[config.mk]
export PLATFORM = sky130hd
export DESIGN_NAME = datain_sink
export DESIGN_NICKNAME = d
export VERILOG_FILES = /design/src/rtl/datain_sink.sv
export SDC_FILE = /design/constraint.sdc
export NUM_CORES = 1
export LEC_CHECK = 0
export ABC_AREA = 1
export BUFFER_PORTS_ARGS = -buffer_cell sky130_fd_sc_hd__clkbuf_2
export CAP_MARGIN = 10
export CORE_MARGIN = 5
export CORE_UTILIZATION = 32
export CTS_BUF_LIST = sky130_fd_sc_hd__clkbuf_8
export CTS_CLUSTER_SIZE = 14
export DETAILED_ROUTE_END_ITERATION = 10
export PLACE_DENSITY_LB_ADDON = 0.3
export REMOVE_ABC_BUFFERS = 1
export SYNTH_ARGS = -nofsm -noshare
export SYNTH_HDL_FRONTEND = slang
export SYNTH_SLANG_ARGS = --single-unit
[constraint.sdc]
create_clock -name clk -period 7.25 [get_ports clk]
set_input_delay 0.3625 -clock clk [delete_from_list [all_inputs] [get_ports clk]]
set_output_delay 0.3625 -clock clk [all_outputs]
set_load 0.005 [all_outputs]
[src/rtl/datain_sink.sv]
// Flit sink: classifies incoming flits, buffers non-null ones in a FIFO, keeps
// saturating statistics and detects end-of-stream after an idle timeout.
module datain_sink #(
   parameter logic [3:0] NODE_ID    = 4'd0,
   parameter int         FIFO_DEPTH = 16,
   parameter int         TIMEOUT    = 64
) (
   input  logic        clk,
   input  logic        rst,
   input  logic        in_valid,
   input  logic [19:0] datain,
   input  logic        clear,
   input  logic        rd_en,
   output logic [19:0] rd_data,
   output logic        rd_valid,
   output logic        fifo_empty,
   output logic        fifo_full,
   output logic        overflow,
   output logic [7:0]  rx_count,
   output logic [7:0]  err_count,
   output logic [7:0]  null_count,
   output logic        err_pulse,
   output logic [15:0] src_seen,
   output logic        all_seen,
   output logic        done
);

   localparam int          AW        = $clog2(FIFO_DEPTH);
   localparam logic [AW:0] DEPTH_C   = (AW+1)'(FIFO_DEPTH);
   localparam logic [AW:0] CNT_ONE   = (AW+1)'(1);
   localparam logic [AW-1:0] PTR_ONE = AW'(1);
   localparam logic [7:0]  LAST_IDLE = 8'(TIMEOUT - 1);

   typedef enum logic [1:0] {IDLE, ACTIVE, DONE} state_t;

   state_t        state, state_nxt;
   logic [19:0]   mem [FIFO_DEPTH];
   logic [AW-1:0] wr_ptr, rd_ptr;
   logic [AW:0]   count;
   logic [7:0]    idle_cnt;
   logic          flit_null, flit_data, flit_err, do_wr, do_rd;

   function automatic logic [7:0] sat_inc(input logic [7:0] v);
      return (v == 8'hFF) ? v : v + 8'd1;
   endfunction

   assign fifo_empty = (count == '0);
   assign fifo_full  = (count == DEPTH_C);
   assign all_seen   = ((src_seen | (16'd1 << NODE_ID)) == 16'hFFFF);

   // A flit is good only when addressed to us, payload echoes dest, and it
   // did not come from ourselves.
   always_comb begin
      flit_null = in_valid && (datain == 20'h00000);
      flit_data = in_valid && (datain != 20'h00000);
      flit_err  = flit_data && ((datain[7:4] != NODE_ID) ||
                                (datain[3:0] != datain[7:4]) ||
                                (datain[15:12] == NODE_ID));
      do_rd     = rd_en && !fifo_empty && !clear;
      do_wr     = flit_data && (!fifo_full || rd_en) && !clear;
   end

   // NOTE: the storage array has no reset; only pointers and count define
   // what is valid, so the RAM can map onto plain memory cells.
   always_ff @(posedge clk) begin
      if (do_wr) mem[wr_ptr] <= datain;
   end

   // NOTE: every register here uses non-blocking assignment so all updates
   // see the pre-edge values, matching real flop behaviour.
   always_ff @(posedge clk or negedge rst) begin
      if (!rst) begin
         wr_ptr     <= '0;
         rd_ptr     <= '0;
         count      <= '0;
         rd_data    <= 20'h00000;
         rd_valid   <= 1'b0;
         overflow   <= 1'b0;
         rx_count   <= 8'h00;
         err_count  <= 8'h00;
         null_count <= 8'h00;
         err_pulse  <= 1'b0;
         src_seen   <= 16'h0000;
         idle_cnt   <= 8'h00;
      end else if (clear) begin
         wr_ptr     <= '0;
         rd_ptr     <= '0;
         count      <= '0;
         rd_data    <= 20'h00000;
         rd_valid   <= 1'b0;
         overflow   <= 1'b0;
         rx_count   <= 8'h00;
         err_count  <= 8'h00;
         null_count <= 8'h00;
         err_pulse  <= 1'b0;
         src_seen   <= 16'h0000;
         idle_cnt   <= 8'h00;
      end else begin
         if (flit_null) null_count <= sat_inc(null_count);
         if (flit_data) begin
            rx_count <= sat_inc(rx_count);
            src_seen <= src_seen | (16'd1 << datain[15:12]);
         end
         if (flit_err) err_count <= sat_inc(err_count);
         err_pulse <= flit_err;
         if (flit_data && fifo_full && !rd_en) overflow <= 1'b1;

         if (do_wr) wr_ptr <= wr_ptr + PTR_ONE;
         if (do_rd) begin
            rd_ptr  <= rd_ptr + PTR_ONE;
            rd_data <= mem[rd_ptr];
         end
         rd_valid <= do_rd;

         case ({do_wr, do_rd})
            2'b10:   count <= count + CNT_ONE;
            2'b01:   count <= count - CNT_ONE;
            default: count <= count;
         endcase

         if (state == ACTIVE)
            idle_cnt <= in_valid ? 8'h00 : idle_cnt + 8'd1;
         else
            idle_cnt <= 8'h00;
      end
   end

   always_ff @(posedge clk or negedge rst) begin
      if (!rst) state <= IDLE;
      else      state <= state_nxt;
   end

   // NOTE: state_nxt defaults to the current state before the case so no
   // path leaves it unassigned, which would otherwise infer a latch.
   always_comb begin
      state_nxt = state;
      case (state)
         IDLE:    if (flit_data) state_nxt = ACTIVE;
         ACTIVE:  if (!in_valid && idle_cnt == LAST_IDLE) state_nxt = DONE;
         DONE:    state_nxt = DONE;
         default: state_nxt = IDLE;
      endcase
      if (clear) state_nxt = IDLE;
   end

   always_comb begin
      done = (state == DONE);
   end

endmodule

### Word-level counts from Yosys, hierarchy flattened

Memory sizes are Yosys's and may differ from the RTL's.
Cells that the tools add are included.
Widths: inputs -> output; s select.

| word-level totals | value |
|---|---|
| bits in writable memories | 320 |
| bits in registers | 86 |
| output and inout port bits | 67 |
| memories kept | 1 |

| cells by class | value |
|---|---|
| eq/ne operators | 16 |
| shift-type cells | 1 |
| bitwise operators | 1 |
| reductions and logical operators | 35 |
| add/sub/neg operators | 8 |
| multiplexer cells | 32 |

Memories:

| memory | words | width | read ports | clocked after Yosys merged registers in | wr ports | line | RTL |
|---|---|---|---|---|---|---|---|
| mem | 16 | 20 | 1 | 0 | 1 | 37 | `logic [19:0] mem [FIFO_DEPTH];` |

Operators with widths:

| kind | count |
|---|---|
| $mux 8 | 12 |
| $mux 20 | 2 |
| $add 8x1->8 const B | 4 |
| $mux 16 | 2 |
| $eq 8x8->1 const B | 3 |
| $logic_not 20->1 | 1 |
| $reduce_bool 20->1 | 1 |
| $mux 4 | 4 |
| $or 16x16->16 | 1 |
| $shl 1x4->16 const A | 1 |
| $eq 15x15->1 const B | 1 |
| $reduce_bool 2->1 | 6 |
| $logic_and 1x1->1 | 10 |
| $pmux 5 s2 | 1 |
| $add 4x1->4 const B | 2 |
| $eq 8x6->1 const B | 1 |
| $reduce_and 2->1 | 4 |
| $mux 1 | 6 |
| $mux 2 | 3 |
| $ne 2x2->1 const B | 3 |
| $pmux 2 s3 | 1 |
| $add 5x1->5 const B | 1 |
| $eq 5x5->1 const B | 1 |
| $logic_not 1->1 | 5 |
| other kinds (13) | 17 |

### Longest topological paths before layout

| depth | value |
|---|---|
| depth after elaboration | 8 |
| mapped depth | 19 |

### Worst setup path after synthesis

OpenSTA, ideal clock, no wires.

| timing | value |
|---|---|
| kind | reg-to-reg |
| start point | register count[0] |
| end point | memory mem[5][0], enable pin |
| stages on the path, launching flop included | 9 |
| arrival | 2454 ps |
| data required time | 6828 ps |
| slack | 4374 ps |
| buffers on the path | 0 |
| cell sequence | dfrtp_1 > nor2_2 > nand2_1 > nor2_2 > nand2_1 > nand3_2 > nor2_4 > inv_2 > nor3_1 |

| on the way | value |
|---|---|
| word-level cells in the longest chain between the ends | 7 |

RTL lines:

| item | line | RTL |
|---|---|---|
| from (decl) | 39 | `logic [AW:0] count;` |
| from (signal assigned) | 116 | `2'b10: count <= count + CNT_ONE;` |
| from (signal assigned) | 117 | `2'b01: count <= count - CNT_ONE;` |
| from (signal assigned) | 118 | `default: count <= count;` |
| $eq 5x5->1 | 48 | `assign fifo_full = (count == DEPTH_C);` |
| net fifo_full | 17 | `output logic fifo_full,` |
| $logic_not 1->1 | 60 | `do_wr = flit_data && (!fifo_full \|\| rd_en) && !clear;` |
| $logic_or 1x1->1 | 60 |  |
| $logic_and 1x1->1 (2 in a row) | 60 |  |
| $mux 1 | 66 | `if (do_wr) mem[wr_ptr] <= datain;` |
| $mux 1 (not written as such) | 66 |  |
| to (decl) | 37 |  |

The timed path passes the listed nets, and every way through them passes these cells.

### Final worst setup path

| timing | value |
|---|---|
| start point | register rd_ptr[0] |
| end point | register rd_data[3] |

| on the way | value |
|---|---|
| word-level cells in the longest chain between the ends | 3 |

RTL lines:

| item | line | RTL |
|---|---|---|
| from (decl) | 38 | `logic [AW-1:0] wr_ptr, rd_ptr;` |
| from (signal assigned) | 110 | `rd_ptr <= rd_ptr + PTR_ONE;` |
| $mem_v2 16x20 | n/a |  |
| $mux 20 | 109 | `if (do_rd) begin` |
| $mux 20 | 85 | `end else if (clear) begin` |
| to (signal assigned) | 111 | `rd_data <= mem[rd_ptr];` |
| to (decl) | 14 | `output logic [19:0] rd_data,` |

No other way between the ends. The select of a mux whose other input is x is not followed.
A chain may end at the register's enable or synchronous reset.

==> run metrics <==
Cell Count Post-Placement=2224; Nets=1650; number of global-route vias before repair=11.8k; Initial Util=0.323; status=finished clean; Netlist cell types=43; CTS Buf Count=69; Root Buffer=clkbuf_8; ys flop type=edfxtp_1; Synth Area per Inst=11.4 µm²; Final Hold Viols=0; VDD IR-drop max=0.124 mV; post-route ant nets=0; Overflow after GRT=0; Max-Cap Viols=0; Synth top area share=0.566; Post-Layout Cell Count=2351; startpoint types=flop; sequential fraction of the synthesis area=0.693; Synthesis Warnings=0; Commonest cells post-synth=edfxtp_1 (320), nand2_1 (284), nor2_1 (183), o21ai_0 (105); CP required=7.81 ns; Layout Utilization=0.372; CP Max Fanout=83; clk buf depth=3; Yosys reg bits=406; clk_lat worst skew=0.63 ns; met3 WL=2.85 mm; design area=19600 µm²; DRC Markers=0; Crit-path slowest cell=buf_4; Clock Sink Count=406; Top Metal Used=met5; WL/cell=19.3 µm; area delta synth->final=15.3%; Synth area leaders=edfxtp_1 (57%), dfrtp_1 (13%), nand2_1 (6.3%), nor2_1 (4.0%), o21ai_0 (3.1%); wl on met1=20.6 mm; initial drt markers=827; Power Total=5.62 mW; Post-synth EDFFs=320; HP Class=input port to flop; Final Wtd Congestion=0.802; PnR worst setup slack=4.12 ns; DRT Pass-1 Iters=5; CTS tree=built; fin. max-slew vios=0; Clock Skew=0.0344 ns; Detail Placement HPWL=26.3 mm; most used cell, CP=nand2_1; f_max=319 MHz; CORE AREA=52600 µm²; Cell Area, Synth=17000 µm²; CP arrival=3.70 ns; leak pwr=7.47 nW; GR Util All Layers=0.157; Setup CP Type=flop to flop; cell taking the most area after synthesis=edfxtp_1; layout cells sized above 1=0.158; H-tree Lvls=3; Worst Tran Pin Value=1.22 ns; crit path from=rd_ptr[0]$_DFFE_PN0P_; Slew Limit Headroom=0.186; Vias=11.6k; final cycle utilization of the critical path=0.432; Die Span Y=240 µm; first-pass GRT wire length=69.7 mm; r2r startpoint=rd_ptr[0]$_DFFE_PN0P_; post-CTS sizing=0; FFs w/ async S/R, synth=0.212; antenna violations before repair=2; max incr delay on CP=0.72 ns; final setup vio count=0; IO Count=92; pre-CTS setup slack=4.04 ns; Clk pin slew, worst setup/hold paths=0.06 ns; Die ar.=57700 µm²; TNS Setup=0 ns; Std-Cell Rows=84; Diodes inserted=0; RSZ-0062 raised after global routing=false; Via density=4.93; kind of end point of the critical path=flop; CP Cell Sequence=buf_4, buf_4, o21ai_0, o211ai_1, nand4_1, nand2_1, nand2_1, nand2_1; min Tclk post-route=3.13 ns; Syn Inst Count=1487; HP Start=rd_en; metal2 WL=20.8 mm; most frequent cell after synthesis=edfxtp_1; Detailed Route WL=45.3 mm; die extent in x=240 µm; port bufs=91; largest net degree at the start of global routing=87; pwr/cell area=287 nW/µm²; final hold slack=0.132 ns; post-placement cell area=18200 µm²
[sequential cells by signal, indices dropped and copies added, names as in the netlist, 5 cells and up]
name / flops
count: 5
err_count: 8
idle_cnt: 8
mem: 320
null_count: 8
rd_data: 20
rx_count: 8
src_seen: 16
[logic make-up after synthesis]
group	after synthesis	share of synthesized area
simple gates	636	0.162
flops	406	0.693
compound gates	256	0.0824
buf+inv	156	0.0414
fa+ha+maj	17	0.0130
xor+xnor	16	0.00826
[where the power goes]
| group | leakage (nW) | switching, mW | internal [mW] |
|---|---|---|---|
| clock network | 0.755 | 0.946 | 1.07 |
| registers | 4.06 | 0.0717 | 2.60 |
| logic | 2.66 | 0.666 | 0.273 |
[layer usage]
| metal | vias up | global-route usage |
|---|---|---|
| met1 | 5690 | 0.216 |
| met5 | - | 0 |
| met3 | 87 | 0.0407 |
| met4 | 4 | 0.0471 |
| met2 | 355 | 0.247 |
| li1 | 5451 | - |
[worst max-delay path, delay by kind of cell, from the launching register on]
kind	cells	cell delay [ns]
AO/OA/AOI/OAI	2	0.44
buffers and inverters	2	1.43
flip-flops	1	0.70
AND/OR/NAND/NOR	4	0.44
[worst paths after layout]
check,end,slack (ns),cells past startpoint
max in group asynchronous,rd_ptr[0]$_DFFE_PN0P_,5.81,3
min,rd_ptr[2]$_DFFE_PN0P_,0.13,3
min reg2reg,idle_cnt[0]$_DFF_PN0_,0.47,1
max,rd_data[3]$_DFFE_PN0P_,4.12,8
max reg2reg,rd_data[3]$_DFFE_PN0P_,4.12,8
min in group asynchronous,rx_count[1]$_DFFE_PN0P_,0.32,2
[repair_timing]
action / in CTS / in global routing
setup buffers: 0 / 0
endpoints found under the setup margin: 0 / 0
hold buffers: 1 / 0
endpoints found under the hold margin: 43 / 0
[final cells by class]
cell class / count / area, µm²
Clock inverter: 55 / 364
Sequential cell: 406 / 11800
Multi-Input combinational cell: 925 / 4580
Fill cell: 5156 / 33000
Clock buffer: 71 / 977
Inverter: 85 / 332
Timing Repair Buffer: 121 / 693
Tap cell: 688 / 861
[layout by cell type, fill, tap and decap left out, drive strengths merged, types with 3 or more instances in the layout]
cell type / Yosys / final
nor2: 190 / 190
buf: 44 / 30
nand2: 293 / 293
clkbuf: 27 / 161
xor2: 11 / 11
dfrtp: 86 / 86
o31ai: 3 / 3
clkinv: 0 / 24
inv: 85 / 109
o22ai: 16 / 16
o21ai: 147 / 147
nand3: 91 / 91
a21oi: 57 / 57
clkinvlp: 0 / 3
edfxtp: 320 / 320
o21a: 3 / 3
nand4: 33 / 33
ha: 16 / 16
o211ai: 24 / 24
nor3b: 4 / 4
bufinv: 0 / 4
xnor2: 5 / 5
nor3: 20 / 20
Note: power is estimated with default switching activity, not from simulation.
